$ cat config.mk
export PLATFORM = sky130hd
export DESIGN_NAME = serial_tx_scheduler
export DESIGN_NICKNAME = d
export VERILOG_FILES = /design/src/rtl/serial_sched_pkg.sv /design/src/rtl/rr_arbiter.sv /design/src/rtl/serial_tx_scheduler.sv
export SDC_FILE = /design/constraint.sdc
export NUM_CORES = 1
export LEC_CHECK = 0
export BUFFER_PORTS_ARGS = -buffer_cell sky130_fd_sc_hd__buf_2
export CAP_MARGIN = 30
export CORE_MARGIN = 3
export CORE_UTILIZATION = 40
export DETAILED_ROUTE_END_ITERATION = 12
export HOLD_SLACK_MARGIN = 0.15
export PLACE_DENSITY = 0.8
export SYNTH_ARGS = -nofsm -noshare
export SYNTH_HDL_FRONTEND = slang
export SYNTH_SLANG_ARGS = --single-unit
$ cat constraint.sdc
create_clock -name Clk -period 3.25 [get_ports Clk]
set_input_delay 0 -clock Clk [delete_from_list [all_inputs] [get_ports Clk]]
set_output_delay 0 -clock Clk [all_outputs]
set_load 0.1 [all_outputs]
$ cat src/rtl/serial_sched_pkg.sv
// Shared types and constants for the serial transmitter scheduler.
package serial_sched_pkg;

  localparam int unsigned DATA_W = 32;

  typedef enum logic [1:0] {
    StIdle,
    StLoad,
    StWait,
    StRelease
  } sched_state_e;

  function automatic int unsigned cnt_width(input int unsigned cycles);
    return $clog2(cycles);
  endfunction

endpackage

$ cat src/rtl/rr_arbiter.sv
// Combinational round-robin arbiter: first set request at or above ptr, wrapping to 0.
module rr_arbiter #(
  parameter int unsigned Requesters = 4,
  parameter int unsigned IdxW       = $clog2(Requesters)
) (
  input  logic [Requesters-1:0] req,
  input  logic [IdxW-1:0]       ptr,
  output logic                  valid,
  output logic [IdxW-1:0]       idx,
  output logic [Requesters-1:0] grant
);

  int unsigned pos;

  always_comb begin
    valid = 1'b0;
    idx   = '0;
    grant = '0;
    pos   = 0;
    for (int unsigned off = 0; off < Requesters; off++) begin
      pos = (32'(ptr) + off) % Requesters;
      if (!valid && req[pos[IdxW-1:0]]) begin
        valid = 1'b1;
        idx   = pos[IdxW-1:0];
      end
    end
    if (valid) grant[idx] = 1'b1;
  end

endmodule

$ cat src/rtl/serial_tx_scheduler.sv
// Shares one serial transmitter among several requesters: round-robin grant, load, wait for
// completion (with watchdog), then acknowledge and release.
module serial_tx_scheduler
  import serial_sched_pkg::*;
#(
  parameter int unsigned Requesters    = 4,
  parameter int unsigned TimeoutCycles = 4096
) (
  input  logic                         Clk,
  input  logic                         Reset,
  input  logic [Requesters-1:0]        ReqIn,
  input  logic [DATA_W*Requesters-1:0] ReqData,
  output logic [Requesters-1:0]        GrantOut,
  output logic [Requesters-1:0]        DoneOut,
  output logic                         ErrOut,
  output logic                         Busy,
  output logic [DATA_W-1:0]            TxData,
  output logic                         SampleData,
  output logic                         StartTx,
  input  logic                         TxDone,
  input  logic                         TxBusy
);

  localparam int unsigned IdxW = $clog2(Requesters);
  localparam int unsigned CntW = cnt_width(TimeoutCycles);
  localparam logic [CntW-1:0] CntLast = CntW'(TimeoutCycles - 1);
  localparam logic [IdxW-1:0] IdxLast = IdxW'(Requesters - 1);

  sched_state_e      state_q, state_d;
  logic [IdxW-1:0]   idx_q, idx_d;
  logic [IdxW-1:0]   ptr_q, ptr_d;
  logic [CntW-1:0]   cnt_q, cnt_d;
  logic [DATA_W-1:0] tx_data_q, tx_data_d;
  logic              ok_q, ok_d;

  logic                  arb_valid;
  logic [IdxW-1:0]       arb_idx;
  logic [Requesters-1:0] arb_grant;

  rr_arbiter #(
    .Requesters(Requesters)
  ) u_arb (
    .req  (ReqIn),
    .ptr  (ptr_q),
    .valid(arb_valid),
    .idx  (arb_idx),
    .grant(arb_grant)
  );

  always_comb begin
    state_d   = state_q;
    idx_d     = idx_q;
    ptr_d     = ptr_q;
    cnt_d     = cnt_q;
    tx_data_d = tx_data_q;
    ok_d      = ok_q;
    unique case (state_q)
      StIdle: begin
        if (arb_valid && !TxBusy) begin
          idx_d = arb_idx;
          for (int unsigned i = 0; i < Requesters; i++) begin
            if (arb_grant[i]) tx_data_d = ReqData[i*DATA_W +: DATA_W];
          end
          state_d = StLoad;
        end
      end
      StLoad: begin
        cnt_d   = '0;
        state_d = StWait;
      end
      StWait: begin
        cnt_d = cnt_q + 1'b1;
        // A completion in the final watchdog cycle still counts as success.
        if (TxDone) begin
          ok_d    = 1'b1;
          state_d = StRelease;
        end else if (cnt_q == CntLast) begin
          ok_d    = 1'b0;
          state_d = StRelease;
        end
      end
      StRelease: begin
        ptr_d   = (idx_q == IdxLast) ? '0 : idx_q + 1'b1;
        state_d = StIdle;
      end
      default: state_d = StIdle;
    endcase
  end

  always_comb begin
    GrantOut   = '0;
    DoneOut    = '0;
    ErrOut     = 1'b0;
    SampleData = 1'b0;
    StartTx    = 1'b0;
    Busy       = (state_q != StIdle);
    TxData     = tx_data_q;
    unique case (state_q)
      StLoad: begin
        SampleData      = 1'b1;
        GrantOut[idx_q] = 1'b1;
      end
      StWait: begin
        StartTx         = 1'b1;
        GrantOut[idx_q] = 1'b1;
      end
      StRelease: begin
        if (ok_q) DoneOut[idx_q] = 1'b1;
        else      ErrOut         = 1'b1;
      end
      default: ;
    endcase
  end

  always_ff @(posedge Clk) begin
    if (Reset) begin
      state_q   <= StIdle;
      idx_q     <= '0;
      ptr_q     <= '0;
      cnt_q     <= '0;
      tx_data_q <= '0;
      ok_q      <= 1'b0;
    end else begin
      state_q   <= state_d;
      idx_q     <= idx_d;
      ptr_q     <= ptr_d;
      cnt_q     <= cnt_d;
      tx_data_q <= tx_data_d;
      ok_q      <= ok_d;
    end
  end

endmodule
# Word-level counts from Yosys, hierarchy flattened
# Cells that the tools add are included.
totals:
  reg_bits: 51
  latch_bits: 0
  mem_bits_rw: 0
  rom_bits: 0
  input_bits: 136
  out_inout_bits: 44
  word_cells: 86
  n_memories: 0
classes:
  addsub: 5
  n_mul: 0
  n_div: 0
  order_cmp: 8
  n_eq_ne: 7
  n_shift: 0
  muxes: 40
  bitwise_logic: 0
  reduce_logical: 20
op_table:
  columns: ["op", "n"]
  rows:
  - ["$mux 32", 4]
  - ["$pmux 12 s2", 1]
  - ["$lt 2x3->1 const B", 6]
  - ["$mux 1", 16]
  - ["$mux 2", 8]
  - ["$mux 4", 4]
  - ["$add 12x1->12 const B", 1]
  - ["$eq 12x12->1 const B", 1]
  - ["$bmux 1 s2", 4]
  - ["$pmux 2 s4", 1]
  - ["$eq 2x2->1 const B", 3]
  - ["$logic_and 1x1->1", 6]
  - ["$reduce_and 2->1", 3]
  - ["$reduce_bool 2->1", 3]
  - ["$add 2x1->2 const B", 2]
  - ["$add 2x2->2 const B", 2]
  - ["$demux 1 s2", 2]
  - ["$ge 2x1->1 const B", 2]
  - ["$logic_not 1->1", 4]
  - ["$reduce_bool 4->1", 1]
  - ["$ne 3x3->1 const B", 1]
  - ["$reduce_and 3->1", 1]
  - ["$eq 2x1->1 const B", 1]
  - ["$logic_not 2->1", 1]
  - ["2 further kinds", 2]

# Logic depth before layout (Yosys ltp)
# Gate-level depths: netlist (run 1).
depth:
  word_depth: 21
  depth_mapped: 8
  mapped_depth_nobuf: 7

# Modules after synthesis
# Synthesis (run 1) repeated with hierarchy kept, for this count alone.
hier_totals:
  cells_unflattened: 399
  hier_area_um2: 3412.0
by_module_without_submodules:
  columns: ["mod", "n_inst", "cells_each", "area_per_inst_um2", "seq_area_each_um2"]
  rows:
  - ["serial_tx_scheduler", 1, 367, 3229.3, 1021.0]
  - ["rr_arbiter", 1, 32, 182.7, 0.0]

# Worst setup path before layout (run 1)
# OpenSTA, ideal clock, no wires.
synth_timing:
  path_kind: "register to register"
  from: "register state_q[0]"
  to: "register tx_data_q[10] (netlist: TxData[10])"
  setup_time_ns: 0.060
  arrival_ns: 2.119
  required_time_ns: 3.190
  path_slack_ns: 1.071
  path_stages_with_launch: 9
  path_buffers: 1
  period_less_slack_ns: 2.179
  path_cell_list: "dfxtp_1 inv_1 ha_1 inv_1 nor3_1 clkbuf_1 nor2_1 nor2_1 o2111a_1"
synth_via:
  elab_chain_cells: 2
synth_lines:
  columns: ["item", "line", "rtl"]
  rows:
  - ["start: declaration", "serial_tx_scheduler.sv:29", "sched_state_e state_q, state_d;"]
  - ["start signal: assignment", "serial_tx_scheduler.sv:117", "state_q <= StIdle;"]
  - ["start signal: assignment", "serial_tx_scheduler.sv:124", "state_q <= state_d;"]
  - ["$logic_not 2->1", "serial_tx_scheduler.sv:57", "unique case (state_q)"]
  - ["$reduce_and 3->1 (no source line)", null, null]
  - ["end signal: assignment", "serial_tx_scheduler.sv:128", "tx_data_q <= tx_data_d;"]
  - ["end: declaration", "serial_tx_scheduler.sv:33", "logic [DATA_W-1:0] tx_data_q, tx_data_d;"]
# Every way passes these cells.
# A chain may end at the register's enable or synchronous reset.

# Worst setup path in the final report (run 1)
layout_timing:
  from: "register state_q[0]"
  to: "register tx_data_q[20] (netlist: TxData[20])"
# The elaborated chain is that of the path after synthesis.

==> metrics.txt, run 1 <==
global placement routability congestion=roughly 0.83; Clock Sinks=51; routed vias=between 3000 and 4000; cell with the most instances after synthesis=nor2_1; Max Freq=363.3 MHz; cell count after synthesis=approximately 400; flop-to-flop setup slack=~500 ps; Tot GR Track Use=23.55%; pre-CTS setup slack=1108 ps; Post-synth top cells=85 x nor2_1, 51 x dfxtp_1, 35 x mux2i_1, 33 x nand3_1, 32 x or3_1; fraction of layout instances using a drive strength above 1=about 32%; die width=around 96 um; Slew headroom=44.80%; Initial Util=~42%; post-detail-place hpwl=between 7 and 8 mm; crit end category=flip-flop; worst-case reg-to-reg path depth=8; initial antenna violation count=0; DRT iter0 DRCs=126; Final Cycle Share=between 80 and 90%; VDD IR-drop max=roughly 0.4 mV; Antenna Nets Post-Route=0; Yosys top cell area share=between 30% and 40%; Final WS setup=roughly 500 ps; mapped cell area=between 0.003 and 0.004 sq mm; total gr overflow=0; largest net degree at the start of global routing=43; H-Tree Depth=2; Port-buffer cells=~180; Fillers=676; CTS clk-pin slew, worst paths=approximately 110 ps; Die Height=95.82 um; placed inst area=0.004205 sq mm; Yosys warning total=0; Worst Hold Depth=5; detailed-router iteration count before antenna repair=5; DRC Markers=0; Critical Path AT=about 3000 ps; crit-path max FO=25; Setup Viol. Count Final=0; clock tree buffer depth=2; worst r2r src=state_q[0]; Setup CP Type=flip-flop to flip-flop; Hold WC Path Type=input port to flip-flop; Hold Vio Cnt, Final=0; via-per-instance ratio=about 5.3; Final nets=approximately 770; Setup Fix Bufs, Post-CTS=0; vias in the first global route=slightly below 4000; Clock Latency Late Sink=just over 300 ps; WL per Instance=~16 um; synth-to-layout area growth=54.05%; Design Power=approximately 3.8 mW; async set-reset flop share out of synthesis=0%; CP startpoint kind=flip-flop; post-synthesis sequential area ratio=a little under a third; Final min period=2752 ps; WP depth=8; crit-path cells=inv_1 -> ha_1 -> nor2b_1 -> nand2_2 -> or3b_1 -> buf_4 -> o2111a_1 -> dlygate4sd3_1; Synth area leader=dfxtp_1; WP buf/inv=3; cts bufs inserted=5; I/O pin cnt=between 150 and 200; CTS root buf=clkbuf_8; RSZ-0062 raised after global routing=false; EDFF count, synth=0; Post-Syn Area per Cell=a little over 8 sq um; Setup Skew=9.885 ps; final instance area=0.004971 sq mm; top cells by area, synth=dfxtp_1 32%, mux2i_1 11%, o2111a_1 11%, nor2_1 9.9%, or3_1 6.2%; Main synth FF type=dfxtp_1; final WL=between 10 and 15 mm; first-pass GRT wire length=17.35 mm; crit path to=TxData[20]; Worst path top cell family by delay=buffers and inverters; worst stage delay on the critical path=between 500 and 600 ps; DIE AREA=0.009181 sq mm; Slew @ Worst Pin=between 800 and 900 ps; flops & latches, synth=51; Slowest-stage cell, CP=dlygate4sd3_1; Distinct cells, synth=44; # diodes=0; row cnt=32; CTS tree=built; syn_nets=543; Max-cap violations=0; Worst R2R End=TxData[20]; status=finished, final reports clean; Core ar.=approximately 0.008 sq mm; Worst Path Required=3440 ps; CP startpoint=state_q[0]; Setup TNS Final=0 ps; Max Slew Vio Count=0; leakage power figure=2.404 nW; Power per Cell Area=approximately 760 mW/mm^2
## repair_timing
item / CTS / global route
endpoints found under the hold margin: 36 / 0
gates resized for setup: 0 / 0
hold buffers: 67 / 0
## registers in the layout, summed over array words and instances (netlist names)
| name | flops |
|---|---|
| idx_q | 2 |
| state_q | 2 |
| ok_q | 1 |
| ptr_q | 2 |
| TxData | 32 |
| cnt_q | 12 |
## layout make-up
cell class	instances	area (sq um)	area share, %
clock inverter	3	26.28	0.5286
multi-input combinational	303	2031	40.85
clock buffer	5	68.82	1.384
timing repair buffer	254	1652	33.22
inverter	12	45.04	0.9061
sequential	51	1021	20.54
tap	102	127.6	2.567
## worst register-to-register path: cells and delay by family, from the launching register on
| family | cells | cell delay [ps] |
|---|---|---|
| buffers and inverters | 3 | 960 |
| and+or+nand+nor | 3 | 860 |
| DFF | 1 | 350 |
| AOI/OAI and AO/OA | 1 | 280 |
| adders and majority gates | 1 | 180 |
## logic make-up after synthesis
family                   share of synthesized area [%]
adder cells (fa/ha/maj)                          3.490
AND/OR/NAND/NOR                                  28.38
XOR/XNOR                                         2.443
multiplexers                                     10.86
AO/OA/AOI/OAI                                    16.83
buffers and inverters                            6.359
flip-flops                                       31.64
## stage by stage
| step | std cells | utilization (%) | hold slack [ps] |
|---|---|---|---|
| after detailed placement | 655 | 54.14 | 253.2 |
| after CTS | 730 | 64.00 | 169.0 |
| after floorplan | 398 | - | 156.0 |
| final | 730 | 64.00 | 181.6 |
| after global routing | 730 | 64.00 | 205.1 |
| after global placement | 655 | 54.14 | 249.4 |
## routing by layer
metal	wire, um	vias to the layer above	GRT usage, %
li1	-	1880	-
met1	4577	1800	27.49
met3	741	32	3.597
met4	284	0	10.43
met2	5815	178	42.27
met5	0	-	0
## where the power goes
group	switching [mW]	leakage, nW	internal (mW)
registers	0.0908	0.419	0.769
logic	1.82	1.94	0.686
clock network	0.237	0.0491	0.159
total	2.15	2.40	1.61
## how the worst min path moves through the flow
stage	startpoint	to	slack [ps]
after CTS	ReqIn[1]	idx_q[0]	170
after floorplan	ReqData[94]	TxData[30]	160
after global routing	ReqIn[1]	idx_q[0]	210
final	ReqIn[1]	idx_q[0]	180
after global placement	ReqData[94]	TxData[30]	250
after detailed placement	ReqData[94]	TxData[30]	250
## cells in the final DEF (no fill, tap or decap), types with 2 or more instances in the layout
cell type | netlist | final
xor2_1 | 7 | 7
o2111a_1 | 31 | 31
nor2b_1 | 2 | 2
dlygate4sd3_1 | 0 | 67
nand3_1 | 33 | 33
o21ai_0 | 4 | 4
nand2b_1 | 3 | 3
a21oi_1 | 10 | 9
nand2_2 | 2 | 2
buf_4 | 1 | 6
buf_12 | 0 | 2
a21o_1 | 2 | 2
ha_1 | 9 | 9
dfxtp_1 | 51 | 51
nor4_1 | 2 | 2
nand2_1 | 12 | 12
and2_1 | 4 | 4
and3_1 | 4 | 4
or3_1 | 32 | 32
xnor2_1 | 2 | 2
clkbuf_8 | 0 | 5
nand4_1 | 5 | 5
inv_6 | 0 | 2
nor2_1 | 85 | 85
mux2i_1 | 35 | 35
inv_1 | 11 | 11
buf_2 | 5 | 179
No activity file was read; power rests on OpenSTA's default activity.
==> run 2, diff against run 1 <==
==> constraint.sdc (replaced) <==
create_clock -name Clk -period 2.6 [get_ports Clk]
set_input_delay 0 -clock Clk [delete_from_list [all_inputs] [get_ports Clk]]
set_output_delay 0 -clock Clk [all_outputs]
set_load 0.1 [all_outputs]
==> metrics.txt, run 2 (synthesis results as in run 1) <==
status=finished, final reports clean; Die Height=95.82 um (unchanged); leakage power figure=2.620 nW (+9.0%); initial antenna violation count=0 (unchanged); CP startpoint=ptr_q[1]; worst r2r src=ptr_q[1]; VDD IR-drop max=0.6578 mV (+62%); crit-path cells=a21oi_1 -> o221ai_4 -> buf_12 -> mux2i_1 -> dlygate4sd3_1 -> nand3_1 -> o2111a_1; Clock Latency Late Sink=310 ps (about the same); Max Slew Vio Count=0 (unchanged); placed inst area=0.004215 sq mm (+0.24%); fraction of layout instances using a drive strength above 1=29.97% (-2.5 points); Port-buffer cells=179 (unchanged); vias in the first global route=4624 (+18%); most common cell after layout, fill and taps aside=buf_2; via-per-instance ratio=5.508 (+3.4%); Worst Path Required=2810 ps (-630 ps); Hold Crit Start=TxBusy; post-detail-place hpwl=7.710 mm (+5.4%); crit end category=flip-flop; die width=95.82 um (unchanged); Setup TNS Final=0 ps (unchanged); # diodes=0 (unchanged); Final Cycle Share=92.71% (+8.0 points); detailed-router iteration count before antenna repair=5 (unchanged); worst stage delay on the critical path=610 ps (+40 ps); CTS tree=built; final instance area=0.005614 sq mm (+13%); Power per Cell Area=834.5 mW/mm^2 (+10%); Reg area=0.001022 sq mm (+0.12%); Final nets=838 (+8.5%); Max-cap violations=0 (unchanged); CTS clk-pin slew, worst paths=110 ps (about the same); Setup CP Type=flip-flop to flip-flop; RSZ-0062 raised after global routing=false; CP startpoint kind=flip-flop; DRC Markers=0 (unchanged); routed vias=4384 (+13%); flop-to-flop setup slack=190 ps (-310 ps); DIE AREA=0.009181 sq mm (unchanged); Antenna Nets Post-Route=0 (unchanged); global placement routability congestion=0.7793 (-6.6%); pre-CTS setup slack=525.1 ps (-583.2 ps); Final WS setup=189.6 ps (-308.2 ps); CTS root buf=clkbuf_8; DRT iter0 DRCs=294 (+130%); synth-to-layout area growth=73.98%; Final min period=2410 ps (-341.8 ps); area of the multi-input gates=0.002031 sq mm (unchanged); WL per Instance=17.43 um (+11%); largest net degree at the start of global routing=43 (unchanged); I/O pin cnt=180 (unchanged); row cnt=32 (unchanged); Setup Skew=11.22 ps (+1.337 ps); Setup Viol. Count Final=0 (unchanged); cts bufs inserted=5 (unchanged); Tot GR Track Use=30.37% (+6.8 points); H-Tree Depth=2 (unchanged); Slew @ Worst Pin=847.6 ps (+19.68 ps); Core ar.=0.007767 sq mm (unchanged); Slowest-stage cell, CP=dlygate4sd3_1; WP buf/inv=2 (-1); total gr overflow=0 (unchanged); Hold WC Path Type=input port to flip-flop; most frequent cells in the layout=179 x buf_2, 130 x dlygate4sd3_1, 85 x nor2_1; Critical Path AT=2620 ps (-330 ps); Hold Vio Cnt, Final=0 (unchanged); Max Freq=414.9 MHz (+14%); first-pass GRT wire length=21.82 mm (+26%); clock tree buffer depth=2 (unchanged); max FFs per register=32 (unchanged); Slew headroom=43.49% (-1.3 points); final WL=13.88 mm (+22%); Initial Util=41.54% (unchanged); Fillers=567 (-16%); crit-path max FO=30 (+20%); Clock Sinks=51 (unchanged); Worst path top cell family by delay=buffers and inverters
==> run 2: stage by stage <==
step	util [%]	cells	hold WS, ps	power [mW]
after floorplan	-	398	156.0	3.364
after CTS	72.26	796	150.4	4.627
final	72.28	796	163.1	4.685
after detailed placement	54.27	658	249.5	3.937
after global routing	72.28	796	176.1	4.935
after global placement	54.27	658	243.4	3.899
==> run 2: power breakdown <==
group	internal (mW)	total, mW	switching [mW]	leakage [nW]
clock	0.200	0.504	0.304	0.0467
combinational	0.802	3.10	2.30	2.15
sequential	0.961	1.08	0.116	0.419
total	1.96	4.68	2.72	2.62
==> run 2: area by class of cell <==
cell class / instances / share of cell area, %
clock inverter: 3 / 0.4903
multi-input combinational: 303 / 36.17
tap: 102 / 2.273
inverter: 12 / 0.8023
timing repair buffer: 320 / 40.83
clock buffer: 5 / 1.226
sequential: 51 / 18.21
==> run 2: worst register-to-register path, delay by kind of cell (launching register included) <==
| family | cells | cell delay [ps] |
|---|---|---|
| compound gates | 3 | 560 |
| mux | 1 | 340 |
| simple gates | 1 | 80 |
| buf+inv | 2 | 900 |
| flops | 1 | 430 |
==> run 2: layer usage <==
metal	part of all wire, %	track usage, %	vias to the layer above
met5	0	0	-
met1	36	33.33	1961
met4	5.5	18.96	0
met2	50	51.88	316
li1	-	-	2018
met3	8.6	7.975	89
==> run 2: repair_timing <==
item | in CTS | in global routing
hold buffers | 130 | 0
resized for setup | 0 | 1
endpoints found under the hold margin | 36 | 0
setup buffers | 0 | 0
setup endpoints to repair | 0 | 3
==> run 2: worst paths after layout <==
kind / depth (start not counted) / end
min: 4 / state_q[0]
max reg2reg: 7 / TxData[19]
max: 7 / TxData[19]
min reg2reg: 2 / cnt_q[1]
==> run 3, diff against run 2 <==
--- a/config.mk
+++ b/config.mk
@@ -7,6 +7,7 @@
 export LEC_CHECK = 0
 export BUFFER_PORTS_ARGS = -buffer_cell sky130_fd_sc_hd__buf_2
 export CAP_MARGIN = 30
+export CORE_ASPECT_RATIO = 1.75
 export CORE_MARGIN = 3
 export CORE_UTILIZATION = 40
 export DETAILED_ROUTE_END_ITERATION = 12
==> constraint.sdc (replaced) <==
create_clock -name Clk -period 2.6 [get_ports Clk]
set_input_delay 0.26 -clock Clk [delete_from_list [all_inputs] [get_ports Clk]]
set_output_delay 0.26 -clock Clk [all_outputs]
set_load 0.1 [all_outputs]
==> metrics.txt, run 3 (synthesis results as in run 1) <==
status=finished, final reports clean; total gr overflow=0 (unchanged); row cnt=42 (+31%); Setup CP Type=flip-flop to flip-flop; Setup Viol. Count Final=0 (unchanged); initial antenna violation count=0 (unchanged); Psw=2.606 mW (-4.2%); Reg area=0.001021 sq mm (-0.12%); Clock Sinks=51 (unchanged); CTS Hold Bufs=0 (-100%); Port-buffer cells=179 (unchanged); Logic pwr share=61.5% (-4.7 points); DIE AREA=0.009223 sq mm (+0.47%); Seq pwr share=23.6% (+0.6 points); cts bufs inserted=5 (unchanged); largest net degree at the start of global routing=34 (-21%); P_int=1.973 mW (+0.49%); Core ar.=0.007725 sq mm (-0.55%); # diodes=0 (unchanged); Final WS setup=461.3 ps (+271.7 ps); Final nets=707 (-16%); Slew @ Worst Pin=568.3 ps (-279.3 ps); sw frac=56.91% (-1.2 points); CTS root buf=clkbuf_16; post-detail-place hpwl=7.870 mm (+2.1%); Tot GR Track Use=22.32% (-8.0 points); Slew headroom=62.11% (+19 points); area of the multi-input gates=0.002031 sq mm (unchanged); CP startpoint kind=flip-flop; final WL=10.32 mm (-26%); worst-case reg-to-reg path depth=7 (unchanged); Worst Hold Depth=2 (-2); H-Tree Depth=2 (unchanged); detailed-router iteration count before antenna repair=4 (-1); WL per Instance=15.86 um (-9.0%); I/O pin cnt=180 (unchanged); Hold WC Path Type=input port to flip-flop; pre-CTS setup slack=473.4 ps (-51.65 ps); vias in the first global route=3480 (-25%); Worst Path Required=2780 ps (-30 ps); Setup TNS Final=0 ps (unchanged); clock tree buffer depth=2 (unchanged); first-pass GRT wire length=16.44 mm (-25%); crit end category=flip-flop; synth-to-layout area growth=34.28%; Hold Vio Cnt, Final=0 (unchanged); Max Freq=467.6 MHz (+13%); max FFs per register=32 (unchanged); post_cts resized=0 (unchanged); DRT iter0 DRCs=265 (-9.9%); Critical Path AT=2320 ps (-300 ps); fraction of layout instances using a drive strength above 1=36.59% (+6.6 points); Max-cap violations=0 (unchanged); routed vias=3541 (-19%); VDD IR-drop max=0.7353 mV (+12%); DRC Markers=0 (unchanged); most common cell after layout, fill and taps aside=buf_2; Setup Fix Bufs, Post-CTS=0 (unchanged); Fillers=724 (+28%); power share of the clock group=14.9% (+4.1 points); Power per Cell Area=1057 mW/mm^2 (+27%); Clock Latency Late Sink=290 ps (-20 ps); Final Cycle Share=82.26% (-10 points); Setup Skew=3.144 ps (-8.078 ps); Final min period=2139 ps (-271.7 ps); Die Height=124.8 um (+30%); RSZ-0062 raised after global routing=false; most frequent cells in the layout=179 x buf_2, 85 x nor2_1, 51 x dfxtp_1; CTS tree=built; leakage power figure=2.092 nW (-20%); Max Slew Vio Count=0 (unchanged); die width=73.90 um (-23%); via-per-instance ratio=5.439 (-1.2%); Antenna Nets Post-Route=0 (unchanged); crit-path max FO=21 (-30%); CTS clk-pin slew, worst paths=70 ps (-40 ps); Initial Util=41.77% (+0.23 points); global placement routability congestion=0.8869 (+14%)
## run 3: cell count changes in the layout (fill, tap and decap cells not counted), sizes merged
cell	change
clkbuf	+1
inv	-2
dlygate4sd3	-130
buf	-1
clkinv	+1
## run 3: cell type report
class / count / share of cell area [%]
multi-input cells: 303 / 46.87
flip-flops and latches: 51 / 23.56
repair buffers: 189 / 22.41
clock buffers: 6 / 3.205
well taps: 88 / 2.541
inverters: 12 / 1.040
clock inverters: 2 / 0.3754
## run 3: power by group through the flow
stage	combinational, mW	clock [mW]	sequential (mW)
2_1_floorplan	1.23	0	2.14
3_3_place_gp	2.79	0	1.09
3_5_place_dp	2.82	0	1.10
4_1_cts	2.83	0.698	1.08
5_1_grt	2.98	0.742	1.10
6_report	2.82	0.680	1.08
## run 3: worst max-delay path: stages, from the launching register on
cell,delay (ps)
dfxtp_1,330
inv_1,100
ha_1,200
nor2b_1,210
nand2_2,240
or3b_1,450
buf_4,230
o2111a_1,260
## run 3: stage by stage
stage               total power, mW  hold WS (ps)  utilization [%]  std cells  cell area [sq um]
CTS                           4.606         213.1            56.09        651               4333
floorplan                     3.364         416.0                -        398               3227
finish                        4.579         219.0            56.09        651               4333
global route                  4.823         231.7            56.09        651               4333
detailed placement            3.918         498.1            54.08        643               4178
global placement              3.880         475.4            54.08        643               4178
## run 3: final timing paths
path,start,end,slack (ps)
hold / removal,ReqData[94],TxData[30],220
setup reg to reg,state_q[0],TxData[31],460
setup / recovery,state_q[0],TxData[31],460
hold reg to reg,idx_q[1],idx_q[1],500
## run 3: metal layers
layer / GRT usage [%] / share of wire, %
met1: 25.92 / 38
met4: 8.324 / 2.7
met5: 0 / 0
met3: 3.554 / 5.6
met2: 39.44 / 54
